### config.mk
export PLATFORM = sky130hd
export DESIGN_NAME = regfile_wb_arbiter
export DESIGN_NICKNAME = d
export VERILOG_FILES = /design/src/rtl/regfile_wb_arbiter.sv
export SDC_FILE = /design/constraint.sdc
export NUM_CORES = 1
export LEC_CHECK = 0
export ABC_CLOCK_PERIOD_IN_PS = 1400
export CORE_ASPECT_RATIO = 0.5
export CORE_UTILIZATION = 36
export CTS_BUF_LIST = sky130_fd_sc_hd__clkbuf_8 sky130_fd_sc_hd__clkbuf_16
export DETAILED_ROUTE_END_ITERATION = 6
export GPL_TIMING_DRIVEN = 0
export PLACE_DENSITY = 0.85
export SETUP_SLACK_MARGIN = 0.2
export SLEW_MARGIN = 20
export SYNTH_ARGS = -nofsm -noshare
export SYNTH_HDL_FRONTEND = slang
export SYNTH_SLANG_ARGS = --single-unit
### constraint.sdc
create_clock -name clock -period 1.4 [get_ports clock]
set_input_delay 0.28 -clock clock [delete_from_list [all_inputs] [get_ports clock]]
set_output_delay 0.28 -clock clock [all_outputs]
set_load 0.05 [all_outputs]
### src/rtl/regfile_wb_arbiter.sv
// rtl/regfile_wb_arbiter.sv - register file write-port arbiter with clear sequencer
//
// Shares the register file's single write port between two writeback
// requesters (A and B) using a valid/ready handshake, and provides a
// hardware sweep that zeroes registers 1..2^SEL_WIDTH-1, one per cycle.
//
// Ports:
//   clock, reset           - rising-edge clock, asynchronous active-high reset
//   a_valid/a_sel/a_data   - requester A write request
//   a_ready                - A transfer accepted this cycle (combinational)
//   b_valid/b_sel/b_data   - requester B write request
//   b_ready                - B transfer accepted this cycle (combinational)
//   clear_req              - single-cycle pulse starting the clear sweep
//   clear_busy             - clear sweep in progress (registered)
//   wEn/write_sel/write_data - registered register file write port
//
// Build option: WB_RR_ARB_EN selects round-robin arbitration on ties;
// when undefined, A has fixed priority over B.

module regfile_wb_arbiter #(
    parameter int DATA_WIDTH = 32,
    parameter int SEL_WIDTH  = 5
) (
    input  logic                  clock,
    input  logic                  reset,
    input  logic                  a_valid,
    input  logic [SEL_WIDTH-1:0]  a_sel,
    input  logic [DATA_WIDTH-1:0] a_data,
    output logic                  a_ready,
    input  logic                  b_valid,
    input  logic [SEL_WIDTH-1:0]  b_sel,
    input  logic [DATA_WIDTH-1:0] b_data,
    output logic                  b_ready,
    input  logic                  clear_req,
    output logic                  clear_busy,
    output logic                  wEn,
    output logic [SEL_WIDTH-1:0]  write_sel,
    output logic [DATA_WIDTH-1:0] write_data
);

    typedef enum logic {ARB, CLEAR} state_t;

    localparam logic [SEL_WIDTH-1:0] LAST_SEL = '1;
    localparam logic [SEL_WIDTH-1:0] ONE_SEL  = SEL_WIDTH'(1);

    state_t               state;
    logic [SEL_WIDTH-1:0] clr_cnt;   // next register the sweep will zero
    logic                 arb_open;
    logic                 pick_a;

    // Grants are only possible in ARB, outside reset, and not in the cycle
    // that launches a clear sweep.
    assign arb_open = ~reset & (state == ARB) & ~clear_req;

`ifdef WB_RR_ARB_EN
    logic last_b;   // 1: B won the most recent transfer, so A wins a tie

    assign pick_a = a_valid & (~b_valid | last_b);

    always_ff @(posedge clock or posedge reset) begin
        if (reset) begin
            last_b <= 1'b1;
        end else if (a_ready) begin
            last_b <= 1'b0;
        end else if (b_ready) begin
            last_b <= 1'b1;
        end
    end
`else
    assign pick_a = a_valid;
`endif

    assign a_ready = arb_open & pick_a;
    assign b_ready = arb_open & b_valid & ~pick_a;

    always_ff @(posedge clock or posedge reset) begin
        if (reset) begin
            state      <= ARB;
            clr_cnt    <= ONE_SEL;
            clear_busy <= 1'b0;
            wEn        <= 1'b0;
            write_sel  <= '0;
            write_data <= '0;
        end else begin
            case (state)
                ARB: begin
                    if (clear_req) begin
                        // First sweep write is presented the very next cycle.
                        state      <= CLEAR;
                        clear_busy <= 1'b1;
                        wEn        <= 1'b1;
                        write_sel  <= clr_cnt;
                        write_data <= '0;
                        clr_cnt    <= clr_cnt + ONE_SEL;
                    end else if (a_ready) begin
                        // Register 0 is hardwired: handshake completes, no write.
                        wEn        <= (a_sel != '0);
                        write_sel  <= a_sel;
                        write_data <= a_data;
                    end else if (b_ready) begin
                        wEn        <= (b_sel != '0);
                        write_sel  <= b_sel;
                        write_data <= b_data;
                    end else begin
                        wEn <= 1'b0;
                    end
                end
                CLEAR: begin
                    if (write_sel == LAST_SEL) begin
                        // Last register is on the port this cycle; sweep ends.
                        state      <= ARB;
                        clear_busy <= 1'b0;
                        wEn        <= 1'b0;
                        clr_cnt    <= ONE_SEL;
                    end else begin
                        wEn        <= 1'b1;
                        write_sel  <= clr_cnt;
                        write_data <= '0;
                        clr_cnt    <= clr_cnt + ONE_SEL;
                    end
                end
                default: begin
                    state <= ARB;
                    wEn   <= 1'b0;
                end
            endcase
        end
    end

endmodule

# ---- Word-level counts from Yosys, hierarchy flattened
# Cells that the tools add are included.
dict set report totals {
  regBits 45
  input_bits 79
}
dict set report op_classes {
  add_sub_neg 1
  eq_ne 5
  mux 23
  bitwise_logic 9
  n_reduce_logical 4
}
# op count
set ops {}
lappend ops {{2-to-1 mux 32 bit} 4}
lappend ops {{case mux 32 bit (2 select lines)} 1}
lappend ops {{2-to-1 mux 5 bit} 6}
lappend ops {{case mux 5 bit (2 select lines)} 2}
lappend ops {{nonzero test 5 bit} 2}
lappend ops {{2-to-1 mux 1 bit} 7}
lappend ops {{case mux 1 bit (2 select lines)} 3}
lappend ops {{adder 5 x 1 -> 5 bit, second input constant} 1}
lappend ops {{AND 1 bit} 5}
lappend ops {{equality test 5 bit, second input constant} 1}
lappend ops {{inequality test 2 bit, second input constant} 2}
lappend ops {{inequality test 4 bit, second input constant} 1}
lappend ops {{inverter 1 bit} 4}
lappend ops {{AND reduction 2 bit} 2}
lappend ops {{inequality test 2 x 1 -> 1 bit, second input constant} 1}

# ---- Logic depth before layout (Yosys ltp)
dict set report logic_depth {
  ltp_word 9
  mapped_depth 6
  mapped_depth_nobuf 4
}

# ---- Worst setup path after synthesis
# OpenSTA, ideal clock, no wires.
dict set report synth_timing {
  path_type {reg-to-reg}
  start {reg state}
  end {reg wEn}
  t_arrival_ns 2.027
  t_required_ns 1.318
  slack_ns -0.709
  stages_incl_launch_ff 6
  n_path_buf 1
  cell_sequence {dfrtp_1 or2_1 buf_2 nor4b_2 o21ai_1 a31oi_1}
}
dict set report synth_via {
  elab_chain_len 9
  elab_cells_between_ends 10
}
# element line_no
set synth_rtl {}
lappend synth_rtl {{start: declaration} 46} ;# state_t state;
lappend synth_rtl {{start signal: assignment} 78} ;# state <= ARB;
lappend synth_rtl {{start signal: assignment} 89} ;# state <= CLEAR;
lappend synth_rtl {{start signal: assignment} 111} ;# state <= ARB;
lappend synth_rtl {{inverter 1 bit} n/a}
lappend synth_rtl {{AND 1 bit (2 in series)} 53} ;# assign arb_open = ~reset & (state == ARB) & ~clear_req;
lappend synth_rtl {{AND 1 bit (2 in series)} 74} ;# assign b_ready = arb_open & b_valid & ~pick_a;
lappend synth_rtl {{named net b_ready} 33} ;# output logic b_ready,
lappend synth_rtl {{2-to-1 mux 1 bit} 100} ;# end else if (b_ready) begin
lappend synth_rtl {{2-to-1 mux 1 bit} 95} ;# end else if (a_ready) begin
lappend synth_rtl {{2-to-1 mux 1 bit} 87} ;# if (clear_req) begin
lappend synth_rtl {{case mux 1 bit (2 select lines)} 85} ;# case (state)
lappend synth_rtl {{end signal: assignment} 97} ;# wEn <= (a_sel != '0);
lappend synth_rtl {{end signal: assignment} 101} ;# wEn <= (b_sel != '0);
lappend synth_rtl {{end: declaration} 36} ;# output logic wEn,
# The timed path passes the listed nets, and every way through them passes these cells.
# A chain may end at the register's enable or synchronous reset.

# ---- Worst setup path in the final report
dict set report layout_timing {
  start {reg state}
  end {out b_ready}
}
dict set report layout_via {
  elab_chain_len 5
}
# element line_no
set layout_rtl {}
lappend layout_rtl {{inverter 1 bit} n/a}
lappend layout_rtl {{AND 1 bit (2 in series)} 53}
lappend layout_rtl {{AND 1 bit (2 in series)} 74}
lappend layout_rtl {{end: declaration} 33}
# Every way passes these cells.

==> impl_metrics.py <==
metrics = {
    "timing": {
        "worst_clock_skew_ns": 0.00435,
        "final_cycle_share_pct": 135,
        "hold_viol_final": 0,
        "slew_violations": 0,
        "slew-limit-headroom_pct": 74.4,
        "timing.fmax_mhz": 530,
        "worst_slew_pin_slew_ns": 0.373,
        "unrepaired_setup_endpoints_after_global_routing": "true",
        "finalCriticalPeriod_ns": 1.89,
        "smallest_setup_slack_after_layout_ns": -0.487,
        "setup_viol_count_final": 47,
    },
    "power": {
        "vdd_ir_drop_max_mv": 0.826,
        "post-layout-total-power_mw": 6.22,
        "sw_frac_of_total_pct": 41.9,
        "p_switching_mw": 2.61,
        "internal_power_mw": 3.61,
        "power.sequential.fraction_pct": 30.0,
        "total_leakage_power_nw": 2.21,
        "share_clk_of_total_power_pct": 19.2,
        "power.share.combinational_pct": 50.8,
        "p_per_area_nw_per_um2": 1330,
    },
    "critical_path": {
        "crit-reg2reg-capture": "write_data[27]$_DFFE_PP0P_",
        "worst_ep_arrival_time_ns": 1.61,
        "ff2ff_setup_slack_ns": -0.48,
        "worst_setup_path_start_kind": "flip-flop",
        "cp_cell_instances": "or2_1, buf_6, nor4b_4, buf_6",
        "cp_slowest_cell": "sky130_fd_sc_hd__dfrtp_1",
        "critPathCaptureType": "output port",
        "reg2regPathDepth": 10,
        "worstSetupPathType": "reg -> out",
        "worstPathRequired_ns": 1.12,
        "critical_path.most_common_cell": "sky130_fd_sc_hd__buf_6",
        "cp_max_fo": 4,
        "r2r-start": "state$_DFF_PP0_",
        "timing.critical_path.slowest_cell_delay_ns": 0.38,
    },
    "synth": {
        "synth_sequential_area_ratio_pct": 49.4,
        "post_synth_instance_area_um2": 2280,
        "post_synth.cell_area_avg_um2": 10.6,
        "synth.distinct_cells": 29,
        "synthTopCellsByArea": "sky130_fd_sc_hd__dfrtp_1, sky130_fd_sc_hd__mux2i_1, sky130_fd_sc_hd__o31ai_1",
        "simple_gate_area_share_of_the_yosys_netlist_pct": 11.0,
        "netlist.area_leader.share_pct": 48.2,
        "synth_xor_area_share_pct": 1.15,
        "yosysWarnings": 0,
        "synth_compound_gate_area_share_pct": 16.7,
        "yosys_register_bits": 45,
        "post-synth-top-area-cell": "sky130_fd_sc_hd__dfrtp_1",
        "synth_mux_area_share_pct": 16.7,
        "synthAdderAreaFrac_pct": 0.548,
        "mappedNetlistNets": 295,
        "synthCells": 215,
        "dominant_combinational_cell_family_by_area_after_synthesis": "multiplexers",
    },
    "clock_network": {
        "clk_latency_ns": 0.30,
        "cts_tree": "yes",
        "ctsHtreeMaxLevel": 2,
        "ctsLongestPathBuffers": 2,
        "clock-sinks": 45,
        "cts.reportedPaths.clkPinSlew_ns": 0.07,
        "cts_hold_buffers": 0,
        "clock_tree.root_cell": "sky130_fd_sc_hd__clkbuf_16",
        "cts_inserted_buffers": 5,
    },
    "layout": {
        "areaGrowthSynthToFinish_pct": 106,
        "layout.filler_cells": 313,
        "design.final.nets": 459,
        "final_common_cell": "sky130_fd_sc_hd__clkdlybuf4s50_1",
        "layout.cells.most_common_list": "sky130_fd_sc_hd__clkdlybuf4s50_1, sky130_fd_sc_hd__dfrtp_1, sky130_fd_sc_hd__mux2i_1, sky130_fd_sc_hd__buf_6, sky130_fd_sc_hd__nand2_1",
        "antennaDiodeCount": 0,
        "proportion_of_layout_cells_with_a_drive_suffix_above_1_pct": 44.5,
    },
    "run": {
        "cap_violations": 0,
    },
    "global_route": {
        "grt_antenna_before_repair": 0,
        "wire_length_of_the_first_global_routing_pass_um": 14100,
        "first_global_vias": 2598,
        "grtUsageTotal_pct": 28.6,
        "grt-ovfl-total": 0,
        "largest_net_degree_at_the_start_of_global_routing": 46,
    },
    "die": {
        "placeableCoreArea_um2": 6080,
        "die_w_um": 115,
        "initial_utilization_pct": 37.5,
        "floorplan.die_area_um2": 6680,
        "chipHeight_um": 58.3,
        "std_cell_rows": 20,
        "num_io_pins": 120,
    },
    "placement": {
        "detailedPlacementHpwl_um": 5210,
        "dp_slack_ns": -1.30,
        "port_buffer_count": 119,
        "routabilityCongestion": 0.801,
    },
    "run_status": {
        "outcome": "finished with violations",
        "violations": "negative setup slack",
    },
    "drt": {
        "vias_per_cell": 5.67,
        "drt_first_iter_violations": 156,
        "drt_drc_violations_left": 0,
        "vias": 2653,
        "postRouteWirelength_um": 11100,
        "ant_nets": 0,
        "wire_per_inst_um": 23.8,
        "drt_pass1_iterations": 4,
    },
    "worst_hold_path": {
        "worst_hold_path_type": "in -> async",
    },
}
-- critical path, delay by kind of cell (launching register included) --
family | cells | cell delay (ns)
simple gates | 2 | 0.57
buf+inv | 2 | 0.35
flops | 1 | 0.38
-- flip-flops by register name, indices dropped and copies added (netlist names) --
| name | flops |
|---|---|
| clr_cnt | 5 |
| state | 1 |
| clear_busy | 1 |
| write_sel | 5 |
| wEn | 1 |
| write_data | 32 |
-- routing by layer --
metal	global-route usage, %	vias up	routed length [um]
met4	14.7	0	595
met3	5.46	56	670
met2	51.9	163	5470
met5	0	-	0
li1	-	1109	-
met1	33.2	1325	4390
-- power by group through the flow --
stage,Sequential (mW),Clock [mW],Combinational [mW]
3_3_place_gp,1.77,0,2.09
6_report,1.87,1.19,3.16
2_1_floorplan,2.30,0,0.863
3_5_place_dp,1.79,0,2.13
4_1_cts,1.78,1.13,2.62
5_1_grt,1.87,1.24,3.25
-- cells by family (layout without fill, tap and decap cells) --
group           Yosys count  in the layout
buf+inv                  21            186
simple gates             58             58
flops                    45             45
mux                      38             38
xor+xnor                  3              3
fa+ha+maj                 1              1
compound gates           49             49
-- per-stage QoR --
stage	hold slack [ns]	std cells	utilization (%)	TNS, ns	area (um2)
5_1_grt	0.0367	468	77.1	-17.64	4690
6_report	0.0163	468	77.1	-15.62	4690
3_5_place_dp	0.466	422	60.9	-34.91	3710
4_1_cts	0.389	453	70.2	-8.14	4270
2_1_floorplan	0.290	215	-	-7.93	2400
3_3_place_gp	0.461	422	60.9	-30.64	3710
-- synth_stat cells --
cell type / number
sky130_fd_sc_hd__o32ai_4: 1
sky130_fd_sc_hd__mux2_2: 1
sky130_fd_sc_hd__xor2_1: 3
sky130_fd_sc_hd__nor4b_2: 1
sky130_fd_sc_hd__ha_1: 1
sky130_fd_sc_hd__dfrtp_1: 44
sky130_fd_sc_hd__o31ai_1: 32
sky130_fd_sc_hd__o22ai_1: 1
sky130_fd_sc_hd__o21ba_2: 1
sky130_fd_sc_hd__nand2b_1: 1
sky130_fd_sc_hd__buf_4: 3
sky130_fd_sc_hd__dfstp_2: 1
sky130_fd_sc_hd__clkbuf_1: 4
sky130_fd_sc_hd__nand4_1: 2
sky130_fd_sc_hd__a211oi_1: 4
sky130_fd_sc_hd__o21bai_1: 1
sky130_fd_sc_hd__inv_1: 3
sky130_fd_sc_hd__mux2i_1: 37
sky130_fd_sc_hd__nand2_1: 39
sky130_fd_sc_hd__nor2_1: 10
sky130_fd_sc_hd__a31oi_1: 1
sky130_fd_sc_hd__or2_1: 1
sky130_fd_sc_hd__o21ai_1: 1
sky130_fd_sc_hd__or4_1: 2
sky130_fd_sc_hd__nor3_1: 1
sky130_fd_sc_hd__o21ai_0: 2
sky130_fd_sc_hd__buf_2: 11
sky130_fd_sc_hd__a21o_1: 5
sky130_fd_sc_hd__or3_1: 1
-- layout make-up --
cell class | count | area (um2) | area share, %
multi-input cells | 149 | 1500 | 32.0
flip-flops and latches | 45 | 1130 | 24.2
clock inverters | 3 | 13.8 | 0.293
clock buffers | 5 | 125 | 2.67
well taps | 88 | 110 | 2.35
repair buffers | 157 | 1560 | 33.3
plain buffers | 18 | 228 | 4.85
inverters | 3 | 15.0 | 0.320
-- how the worst max path moves through the flow --
stage / start / end / cells past startpoint
6_report: state$_DFF_PP0_ / b_ready / 4
2_1_floorplan: state$_DFF_PP0_ / wEn$_DFF_PP0_ / 5
4_1_cts: state$_DFF_PP0_ / b_ready / 4
3_5_place_dp: reset / a_ready / 7
3_3_place_gp: reset / a_ready / 7
5_1_grt: state$_DFF_PP0_ / b_ready / 4
-- what timing repair did --
item / 4_1_cts / 5_1_grt
setup endpoints to repair: 128 / 79
resized for setup: 302 / 82
setup buffers: 16 / 14
pin swaps: 16 / 13
cloned: 7 / 0
Power figures use the tool's default switching activity.
